File: src/rtl/wb_port_arbiter.sv
// wb_port_arbiter
// Shares the single register-file write port between the in-order pipeline
// writeback and out-of-band long-latency results (mul/div, future
// non-blocking loads). The pipeline has default priority. Long-latency results
// are buffered in a DEPTH-entry FIFO and drained on idle writeback cycles.
// When the FIFO is empty and the pipeline is idle, a long-latency result
// bypasses the FIFO and is written in the same cycle.
//
// Optional feature, macro WB_ARB_STARVE_GUARD_EN: a wait counter and a FORCE
// state. These stall writeback for one cycle so that a FIFO head waiting
// MAX_WAIT cycles retires. Without the macro, wb_stall is tied low.
//
// Parameters: DEPTH (FIFO entries, power of two, >= 2), MAX_WAIT (1..255).
// Ports:
//   clk, rst                   clock, asynchronous active-high reset
//   pipe_we/pipe_rd/pipe_data  WB stage write request
//   ll_valid/ll_rd/ll_data     long-latency result; ll_ready accepts it
//   rf_we/rf_rd/rf_data        register-file write port (combinational)
//   wb_stall                   WB stage must hold its pipe_* values
//   pending, fifo_count        FIFO non-empty / occupancy
module wb_port_arbiter #(
  parameter int DEPTH    = 2,
  parameter int MAX_WAIT = 8
) (
  input  logic                     clk,
  input  logic                     rst,
  input  logic                     pipe_we,
  input  logic [4:0]               pipe_rd,
  input  logic [31:0]              pipe_data,
  input  logic                     ll_valid,
  output logic                     ll_ready,
  input  logic [4:0]               ll_rd,
  input  logic [31:0]              ll_data,
  output logic                     rf_we,
  output logic [4:0]               rf_rd,
  output logic [31:0]              rf_data,
  output logic                     wb_stall,
  output logic                     pending,
  output logic [$clog2(DEPTH):0]   fifo_count
);

  localparam int PW = $clog2(DEPTH);
  localparam int CW = PW + 1;
  localparam logic [CW-1:0] DEPTH_C = CW'(DEPTH);

  if (DEPTH < 2 || (DEPTH & (DEPTH - 1)) != 0) begin : g_bad_depth
    $error("wb_port_arbiter: DEPTH must be a power of two >= 2");
  end
  if (MAX_WAIT < 1 || MAX_WAIT > 255) begin : g_bad_wait
    $error("wb_port_arbiter: MAX_WAIT must be in 1..255");
  end

  typedef enum logic [1:0] {
    IDLE  = 2'd0,
    PEND  = 2'd1,
    FORCE = 2'd2
  } state_t;

  state_t           state_q, state_d;
  logic [CW-1:0]    count_q, count_d;
  logic [PW-1:0]    wr_ptr_q, wr_ptr_d;
  logic [PW-1:0]    rd_ptr_q, rd_ptr_d;
  logic [4:0]       mem_rd_q   [DEPTH];
  logic [31:0]      mem_data_q [DEPTH];

  logic pipe_act;
  logic fifo_empty;
  logic push_acc;
  logic ll_live;
  logic force_act;
  logic grant_pipe, grant_head, grant_byp;
  logic pop;
  logic push_store;

  assign pipe_act   = pipe_we && (pipe_rd != 5'd0);
  assign fifo_empty = (count_q == {CW{1'b0}});
  assign ll_ready   = (count_q < DEPTH_C) && !rst;
  assign push_acc   = ll_valid && ll_ready;
  // An accepted push to x0 is swallowed here: it never writes or occupies.
  assign ll_live    = push_acc && (ll_rd != 5'd0);

`ifdef WB_ARB_STARVE_GUARD_EN
  localparam logic [7:0] MAX_WAIT_C = 8'(MAX_WAIT);
  logic [7:0] wait_q, wait_d;
  assign force_act = (state_q == FORCE);
`else
  assign force_act = 1'b0;
`endif

  // Port grant in priority order: forced head, pipeline, head, bypass.
  always_comb begin
    grant_pipe = 1'b0;
    grant_head = 1'b0;
    grant_byp  = 1'b0;
    if (rst) begin
      grant_pipe = 1'b0;
    end else if (force_act) begin
      grant_head = 1'b1;
    end else if (pipe_act) begin
      grant_pipe = 1'b1;
    end else if (!fifo_empty) begin
      grant_head = 1'b1;
    end else if (ll_live) begin
      grant_byp = 1'b1;
    end else begin
      grant_pipe = 1'b0;
    end
  end

  assign pop        = grant_head;
  assign push_store = ll_live && !grant_byp;

  // Drive the register-file port from whichever source holds the grant.
  always_comb begin
    rf_we   = 1'b0;
    rf_rd   = 5'd0;
    rf_data = 32'd0;
    if (grant_pipe) begin
      rf_we   = 1'b1;
      rf_rd   = pipe_rd;
      rf_data = pipe_data;
    end else if (grant_head) begin
      rf_we   = 1'b1;
      rf_rd   = mem_rd_q[rd_ptr_q];
      rf_data = mem_data_q[rd_ptr_q];
    end else if (grant_byp) begin
      rf_we   = 1'b1;
      rf_rd   = ll_rd;
      rf_data = ll_data;
    end else begin
      rf_we   = 1'b0;
    end
  end

  assign wb_stall   = force_act && !rst;
  assign pending    = !fifo_empty && !rst;
  assign fifo_count = count_q;

  // Occupancy and pointer next-state. A simultaneous push and pop leaves the count unchanged.
  always_comb begin
    count_d  = count_q;
    wr_ptr_d = wr_ptr_q;
    rd_ptr_d = rd_ptr_q;
    if (push_store) begin
      wr_ptr_d = wr_ptr_q + PW'(1);
    end else begin
      wr_ptr_d = wr_ptr_q;
    end
    if (pop) begin
      rd_ptr_d = rd_ptr_q + PW'(1);
    end else begin
      rd_ptr_d = rd_ptr_q;
    end
    case ({push_store, pop})
      2'b10:   count_d = count_q + CW'(1);
      2'b01:   count_d = count_q - CW'(1);
      default: count_d = count_q;
    endcase
  end

`ifdef WB_ARB_STARVE_GUARD_EN
  // The wait counter restarts on every pop, so it measures how long the current head has waited.
  always_comb begin
    wait_d = wait_q;
    if (pop || state_q == IDLE) begin
      wait_d = 8'd0;
    end else if (state_q == PEND && wait_q < MAX_WAIT_C) begin
      wait_d = wait_q + 8'd1;
    end else begin
      wait_d = wait_q;
    end
  end
`endif

  // FSM next state.
  always_comb begin
    state_d = state_q;
    case (state_q)
      IDLE: begin
        if (count_d != {CW{1'b0}}) state_d = PEND;
        else                       state_d = IDLE;
      end
      PEND: begin
        if (count_d == {CW{1'b0}}) state_d = IDLE;
`ifdef WB_ARB_STARVE_GUARD_EN
        else if (wait_d == MAX_WAIT_C) state_d = FORCE;
`endif
        else                       state_d = PEND;
      end
      FORCE: begin
        if (count_d == {CW{1'b0}}) state_d = IDLE;
        else                       state_d = PEND;
      end
      default: state_d = IDLE;
    endcase
  end

  // Control state registers.
  always_ff @(posedge clk or posedge rst) begin
    if (rst) begin
      state_q  <= IDLE;
      count_q  <= {CW{1'b0}};
      wr_ptr_q <= {PW{1'b0}};
      rd_ptr_q <= {PW{1'b0}};
`ifdef WB_ARB_STARVE_GUARD_EN
      wait_q   <= 8'd0;
`endif
    end else begin
      state_q  <= state_d;
      count_q  <= count_d;
      wr_ptr_q <= wr_ptr_d;
      rd_ptr_q <= rd_ptr_d;
`ifdef WB_ARB_STARVE_GUARD_EN
      wait_q   <= wait_d;
`endif
    end
  end

  // FIFO storage. Contents need no reset because the occupancy count qualifies every read.
  always_ff @(posedge clk) begin
    if (push_store) begin
      mem_rd_q[wr_ptr_q]   <= ll_rd;
      mem_data_q[wr_ptr_q] <= ll_data;
    end
  end

endmodule

File: config.mk
export PLATFORM = sky130hd
export DESIGN_NAME = wb_port_arbiter
export DESIGN_NICKNAME = d
export VERILOG_FILES = /design/src/rtl/wb_port_arbiter.sv
export SDC_FILE = /design/constraint.sdc
export NUM_CORES = 1
export LEC_CHECK = 0
export ABC_CLOCK_PERIOD_IN_PS = 3200
export BUFFER_PORTS_ARGS = -buffer_cell sky130_fd_sc_hd__buf_4
export CAP_MARGIN = 15
export CORE_MARGIN = 5
export CORE_UTILIZATION = 50
export CTS_CLUSTER_DIAMETER = 80
export DETAILED_ROUTE_END_ITERATION = 12
export PLACE_DENSITY = 0.8
export SLEW_MARGIN = 15
export SYNTH_ARGS = -nofsm -noshare
export SYNTH_HDL_FRONTEND = slang
export SYNTH_SLANG_ARGS = --single-unit
export TNS_END_PERCENT = 50
File: constraint.sdc
create_clock -name clk -period 3.2 [get_ports clk]
set_clock_uncertainty 0.05 [all_clocks]
set_input_delay 0.16 -clock clk [delete_from_list [all_inputs] [get_ports clk]]
set_output_delay 0.16 -clock clk [all_outputs]
set_load 0.02 [all_outputs]
==> impl_metrics.env, run 1 <==
export IMPL_final_fill_count=427
export IMPL_post_route_cells_drive_above_1_share=0.3788
export IMPL_tritoncts="built"
export IMPL_cts_sinks=78
export IMPL_cell_internal_pwr_mw=2.244
export IMPL_power_per_cell_area_nw_per_um2=646.8
export IMPL_ant_nets=0
export IMPL_coreArea_um2=6832
export IMPL_hold_violations=0
export IMPL_tritoncts_num_buffers=9
export IMPL_path_class="in2out"
export IMPL_antenna_cells=0
export IMPL_clk_pin_slew_ns=0.09
export IMPL_post_dp_hpwl_mm=5.964
export IMPL_synth_warnings=0
export IMPL_num_nets_final=470
export IMPL_top_level_i_o_count=121
export IMPL_timing_final_crit_period_ns=2.788
export IMPL_ys_ff_latch=78
export IMPL_grt_antenna_before_repair=0
export IMPL_mapped_cell_area_um2=3518
export IMPL_portBuffers=119
export IMPL_avgViaCountPerCell=5.467
export IMPL_post_cts_repair_setup_buffers=0
export IMPL_share_of_total_power_in_combinational_logic=0.374
export IMPL_critPathMaxStageDelay_ns=0.69
export IMPL_grt_usage=0.1972
export IMPL_rows=30
export IMPL_pre_cts_ws_ns=0.8373
export IMPL_crit_path_cell_trace="dlygate4sd3_1, buf_4, nand2b_1, a21oi_4, buf_12, nor3_1, a221o_1, buf_4"
export IMPL_cap_violations=0
export IMPL_worstMarginPinSlew_ns=0.8870
export IMPL_finalCritPeriodShare=0.8712
export IMPL_htreeDepth=3
export IMPL_first_global_vias=2790
export IMPL_result_of_the_run="completed"
export IMPL_critPathLaunchType="primary input"
export IMPL_swShare=0.3270
export IMPL_rsz_0062_raised_after_global_routing="no"
export IMPL_crit_fanout=41
export IMPL_cts_root_buf="clkbuf_8"
export IMPL_yosys_cell_types_count=24
export IMPL_post_route_setup_slack_ns=0.4122
export IMPL_clkPwrFrac=0.221
export IMPL_area_growth_pct=46.48
export IMPL_ctsLongestPathBuffers=2
export IMPL_dieArea_um2=8814
export IMPL_avgRoutedWirePerCell_um=17.77
export IMPL_power_leakage_nw=2.064
export IMPL_synth_yosys_seq_area_share=0.6600
export IMPL_synth_fp_nets=315
export IMPL_cpMaxStageDelayCell="a21oi_4"
export IMPL_critical_path_endpoint_type="primary output"
export IMPL_finalWeightedCongestion=0.7264
export IMPL_startpoint="rst"
export IMPL_holdWs_ns=0.2636
export IMPL_initial_standard_cell_utilization_of_the_core=0.5150
export IMPL_grt_first_pass_wirelength_mm=13.55
export IMPL_instances_no_fill=492
export IMPL_timing_critical_path_required_ns=2.99
export IMPL_synthCells=236
export IMPL_cp_endpoint="rf_data[31]"
export IMPL_chipWidth_um=93.89
export IMPL_arrival_ns=2.58
export IMPL_power_sequential_fraction=0.404
export IMPL_worst_r2r_startpoint="fifo_count[1]"
export IMPL_switching_power_mw=1.090
export IMPL_r2r_worst_path_cells=5
export IMPL_total_power_mw=3.334
export IMPL_drc_violations=0
export IMPL_cp_buffers_inverters=4
export IMPL_reg2reg_to="mem_data_q[1][21]"
export IMPL_avgSynthCellArea_um2=14.91
export IMPL_grt_start_max_net_pins=42
export IMPL_detailedRoute_firstIterationViolations=166
export IMPL_cp_common_cell="buf_4"
export IMPL_vdd_ir_drop_max_v=0.0006161
export IMPL_critical_path_cell_count=8
export IMPL_cts_hold_buffers_added=38
export IMPL_route_vias_total=2690
export IMPL_first_pass_iters=5
export IMPL_clk_insertion_delay_late_ns=0.34
export IMPL_setup_violations_final=0
export IMPL_die_y_um=93.89
export IMPL_achievable_frequency_ghz=0.3587
export IMPL_path_delay_family="buffers and inverters"
export IMPL_timing_final_max_slew_violations=0
export IMPL_cts_repair_resize_count=0
export IMPL_reg2reg_slack_ns=0.98
export IMPL_layout_cells_most_common="buf_4"
export IMPL_overflow=0
export IMPL_place_inst=438
export IMPL_timing_max_slew_rel_slack=0.4073
export IMPL_most_common_layout_cells="buf_4 (124), edfxtp_1 (74), nor3_1 (38), dlygate4sd3_1 (38)"
export IMPL_detail_route_wirelength_mm=8.744
export IMPL_min_delay_path_class="in2async"
-- through the flow --
| stage | utilization | area (µm²) | setup TNS, ns |
|---|---|---|---|
| 2_1_floorplan | - | 3518 | -8.892 |
| 3_5_place_dp | 0.6681 | 4564 | 0 |
| 6_report | 0.7544 | 5154 | 0 |
| 5_1_grt | 0.7544 | 5154 | 0 |
| 3_3_place_gp | 0.6681 | 4564 | 0 |
| 4_1_cts | 0.7544 | 5154 | 0 |
-- layer usage --
layer	part of all wire	GRT usage
met1	0.39	0.2399
met2	0.53	0.3525
met3	0.073	0.05689
met4	0.0048	0.03249
met5	0	0
-- cell type report --
class                   count  area [µm²]  area share
flip-flops and latches     78        2323      0.4508
repair buffers            165        1371      0.2661
multi-input cells         134        1119      0.2170
clock inverters             5       57.56     0.01117
inverters                   3       11.26    0.002185
well taps                  96       120.1     0.02331
clock buffers              11       151.4     0.02938
-- state kept, by name, summed over array words and instances (netlist names) --
register / count
mem_data_q: 64
mem_rd_q: 10
fifo_count: 2
rd_ptr_q: 1
wr_ptr_q: 1
-- worst min-delay path, delay by kind of cell --
kind	cells	cell delay, ns
buffers and inverters	3	0.87
-- worst min path at each step --
stage / from / to
3_5_place_dp: rst / fifo_count[1]
5_1_grt: rst / fifo_count[1]
3_3_place_gp: rst / fifo_count[1]
6_report: rst / fifo_count[1]
2_1_floorplan: rst / fifo_count[0]
4_1_cts: rst / fifo_count[1]
-- synth_stat cells --
cell / number / share of area
a21boi_0: 1 / 0.0021
a21oi_1: 1 / 0.0014
a221o_1: 37 / 0.11
buf_1: 1 / 0.0011
buf_2: 3 / 0.0043
buf_4: 1 / 0.0021
buf_6: 3 / 0.0096
clkbuf_1: 13 / 0.014
conb_1: 1 / 0.0011
dfrtp_1: 4 / 0.028
edfxtp_1: 74 / 0.63
ha_1: 1 / 0.0036
inv_1: 3 / 0.0032
mux2i_1: 37 / 0.11
nand2b_1: 1 / 0.0018
nor2_1: 6 / 0.0064
nor3_1: 39 / 0.055
o211ai_2: 1 / 0.0036
o21ai_0: 1 / 0.0014
o21bai_1: 1 / 0.0021
or3_1: 1 / 0.0018
or4_1: 1 / 0.0021
xnor2_1: 3 / 0.0075
xor2_1: 2 / 0.0050
-- cells by family after synthesis --
kind of cell	after synthesis	synth area share
adder cells (fa/ha/maj)	1	0.003556
multiplexers	37	0.1053
AO/OA/AOI/OAI	42	0.1159
AND/OR/NAND/NOR	48	0.06757
flip-flops	78	0.6600
buffers and inverters	24	0.03414
XOR/XNOR	5	0.01245
other	1	0.001066
-- power by group through the flow --
stage	clock, mW	sequential, mW	combinational, mW
4_1_cts	0.753	1.35	1.25
3_5_place_dp	0	1.37	1.21
2_1_floorplan	0	1.33	0.782
6_report	0.737	1.35	1.25
5_1_grt	0.792	1.36	1.34
3_3_place_gp	0	1.37	1.19
Power figures use the tool's default switching activity.
==> run 2: changes to the inputs <==
--- a/config.mk
+++ b/config.mk
@@ -5,13 +5,14 @@
 export SDC_FILE = /design/constraint.sdc
 export NUM_CORES = 1
 export LEC_CHECK = 0
-export ABC_CLOCK_PERIOD_IN_PS = 3200
+export ABC_CLOCK_PERIOD_IN_PS = 3410
 export BUFFER_PORTS_ARGS = -buffer_cell sky130_fd_sc_hd__buf_4
 export CAP_MARGIN = 15
 export CORE_MARGIN = 5
 export CORE_UTILIZATION = 50
 export CTS_CLUSTER_DIAMETER = 80
 export DETAILED_ROUTE_END_ITERATION = 12
+export HOLD_SLACK_MARGIN = 0.03
 export PLACE_DENSITY = 0.8
 export SLEW_MARGIN = 15
 export SYNTH_ARGS = -nofsm -noshare
==> constraint.sdc (replaced) <==
create_clock -name clk -period 3.41 [get_ports clk]
set_clock_uncertainty 0.05 [all_clocks]
set_input_delay 0.341 -clock clk [delete_from_list [all_inputs] [get_ports clk]]
set_output_delay 0.341 -clock clk [all_outputs]
set_load 0.02 [all_outputs]
==> run 2 against run 1 <==
  * Final area decreased by 7.3%
  * Hold slack worse by 0.11 ns
  * Clock power rose by 7.3%
  * Routed wire length shrank 5.6%
  * Via count fell by 4.7%
==> impl_metrics.env, run 2 (synthesis gave the netlist of run 1 again) <==
export IMPL_first_pass_iters=6
export IMPL_clk_pin_slew_ns=0.08
export IMPL_initial_standard_cell_utilization_of_the_core=0.5150
export IMPL_dr_wl_met3_um=618
export IMPL_detailedRoute_firstIterationViolations=136
export IMPL_ctsLongestPathBuffers=2
export IMPL_tritoncts="built"
export IMPL_clk_insertion_delay_late_ns=0.32
export IMPL_worstMarginPinSlew_ns=0.9365
export IMPL_die_y_um=93.89
export IMPL_antenna_cells=0
export IMPL_min_delay_path_class="in2reg"
export IMPL_most_common_layout_cells="buf_4 (126), edfxtp_1 (74), nor3_1 (38)"
export IMPL_path_delay_family="buffers and inverters"
export IMPL_chipWidth_um=93.89
export IMPL_arrival_ns=2.76
export IMPL_rows=30
export IMPL_timing_critical_path_required_ns=3.02
export IMPL_timing_final_crit_period_ns=3.155
export IMPL_timing_final_max_slew_violations=0
export IMPL_portBuffers=119
export IMPL_dpl_cell_area_um2=4539
export IMPL_final_fill_count=467
export IMPL_grt_start_max_net_pins=42
export IMPL_fin_util=0.6995
export IMPL_cts_sinks=78
export IMPL_coreArea_um2=6832
export IMPL_grt_first_pass_wirelength_mm=13.15
export IMPL_setup_violations_final=0
export IMPL_top_level_i_o_count=121
export IMPL_area_growth_pct=35.81
export IMPL_power_leakage_nw=1.919
export IMPL_reg2reg_to="mem_data_q[0][9]"
export IMPL_route_vias_total=2564
export IMPL_post_dp_hpwl_mm=5.610
export IMPL_cp_buffers_inverters=4
export IMPL_share_of_total_power_in_combinational_logic=0.348
export IMPL_hold_violations=0
export IMPL_flip_flop_count_of_the_largest_register_after_layout=64
export IMPL_crit_fanout=41
export IMPL_grt_antenna_before_repair=0
export IMPL_rsz_0062_raised_after_global_routing="no"
export IMPL_hold_path_startpoint="ll_data[30]"
export IMPL_vdd_ir_drop_max_v=0.0003875
export IMPL_critPathMaxStageDelay_ns=0.72
export IMPL_cp_common_cell="buf_4"
export IMPL_cpMaxStageDelayCell="a21oi_4"
export IMPL_clkPwrFrac=0.249
export IMPL_avgRoutedWirePerCell_um=18.13
export IMPL_timing_max_slew_rel_slack=0.3743
export IMPL_max_flop_register="mem_data_q"
export IMPL_cell_internal_pwr_mw=2.176
export IMPL_wirelength_met1_mm=3.358
export IMPL_htreeDepth=3
export IMPL_dieArea_um2=8814
export IMPL_power_per_cell_area_nw_per_um2=664.4
export IMPL_holdWs_ns=0.1542
export IMPL_drc_violations=0
export IMPL_ant_nets=0
export IMPL_grt_usage=0.1919
export IMPL_swShare=0.3146
export IMPL_result_of_the_run="completed"
export IMPL_highest_signal_layer="met4"
export IMPL_switching_power_mw=0.9987
export IMPL_worst_r2r_startpoint="fifo_count[1]"
export IMPL_finalCritPeriodShare=0.9252
export IMPL_cap_violations=0
export IMPL_cts_root_buf="clkbuf_8"
export IMPL_first_global_vias=2642
export IMPL_r2r_worst_path_cells=5
export IMPL_overflow=0
export IMPL_detail_route_wirelength_mm=8.250
export IMPL_critPathLaunchType="primary input"
export IMPL_hold_path_depth=1
export IMPL_worstHoldEndpoint="mem_data_q[1][30]"
export IMPL_detailroute_wirelength_met2_mm=4.228
export IMPL_post_route_cells_drive_above_1_share=0.4067
export IMPL_reg2reg_slack_ns=1.28
export IMPL_achievable_frequency_ghz=0.3170
export IMPL_post_route_cell_area_um2=4778
export IMPL_tritoncts_num_buffers=9
export IMPL_power_sequential_fraction=0.403
export IMPL_fin_setup_tns_ns=0
export IMPL_critical_path_endpoint_type="primary output"
export IMPL_crit_path_cell_trace="dlygate4sd3_1, buf_4, nand2b_1, a21oi_4, buf_12, nor3_1, a221o_1, buf_4"
export IMPL_layout_cells_most_common="buf_4"
export IMPL_finalWeightedCongestion=0.7545
export IMPL_path_class="in2out"
export IMPL_num_nets_final=433
export IMPL_avgViaCountPerCell=5.635
run 2: cell types whose count changed in the layout (fill, tap and decap cells not counted):
cell and delta:
buf_12 -2, buf_4 +2, bufinv_16 +2, clkbuf_1 +2
clkbuf_8 -2, clkinv_1 +2, clkinv_2 -1, clkinvlp_4 -3
dlygate4sd3_1 -37
run 2: timing repair:
action	4_1_cts	5_1_grt
setup endpoints to repair	0	0
gates resized for setup	0	0
endpoints found under the hold margin	4	0
hold buffers	1	0
buffers inserted	0	0
run 2: worst max path at each step:
stage | start | endpoint | cells after the start
after floorplan | fifo_count[1] | mem_data_q[0][0] | 4
after global placement | rst | rf_rd[0] | 7
after detailed placement | rst | rf_data[8] | 7
after CTS | rst | rf_data[16] | 8
after global routing | rst | rf_data[5] | 8
final | rst | rf_data[8] | 8
run 2: metrics by stage:
step | instances | power (mW) | setup WS [ns]
CTS | 455 | 3.201 | 0.2464
detailed placement | 438 | 2.410 | 0.8243
floorplan | 236 | 1.978 | 0.08983
finish | 455 | 3.175 | 0.2549
global placement | 438 | 2.390 | 0.8335
global route | 455 | 3.334 | 0.1619
run 2: layout make-up:
cell class / instances / area [µm²] / share of cell area
multi-input combinational: 134 / 1119 / 0.2341
inverter: 3 / 11.26 / 0.002357
sequential: 78 / 2323 / 0.4863
tap: 96 / 120.1 / 0.02514
clock inverter: 5 / 97.59 / 0.02042
timing repair buffer: 128 / 975.9 / 0.2042
clock buffer: 11 / 131.4 / 0.02749
run 2: routing by layer:
metal / up-vias / global-route usage
met3: 4 / 0.04647
li1: 1206 / -
met4: 0 / 0.05897
met5: - / 0
met1: 1254 / 0.2392
met2: 100 / 0.3294
run 2: power groups by stage:
stage | Clock [mW] | Combinational [mW] | Sequential [mW]
6_report | 0.791 | 1.10 | 1.28
5_1_grt | 0.852 | 1.19 | 1.30
4_1_cts | 0.804 | 1.12 | 1.28
3_5_place_dp | 0 | 1.11 | 1.30
3_3_place_gp | 0 | 1.09 | 1.30
2_1_floorplan | 0 | 0.734 | 1.24
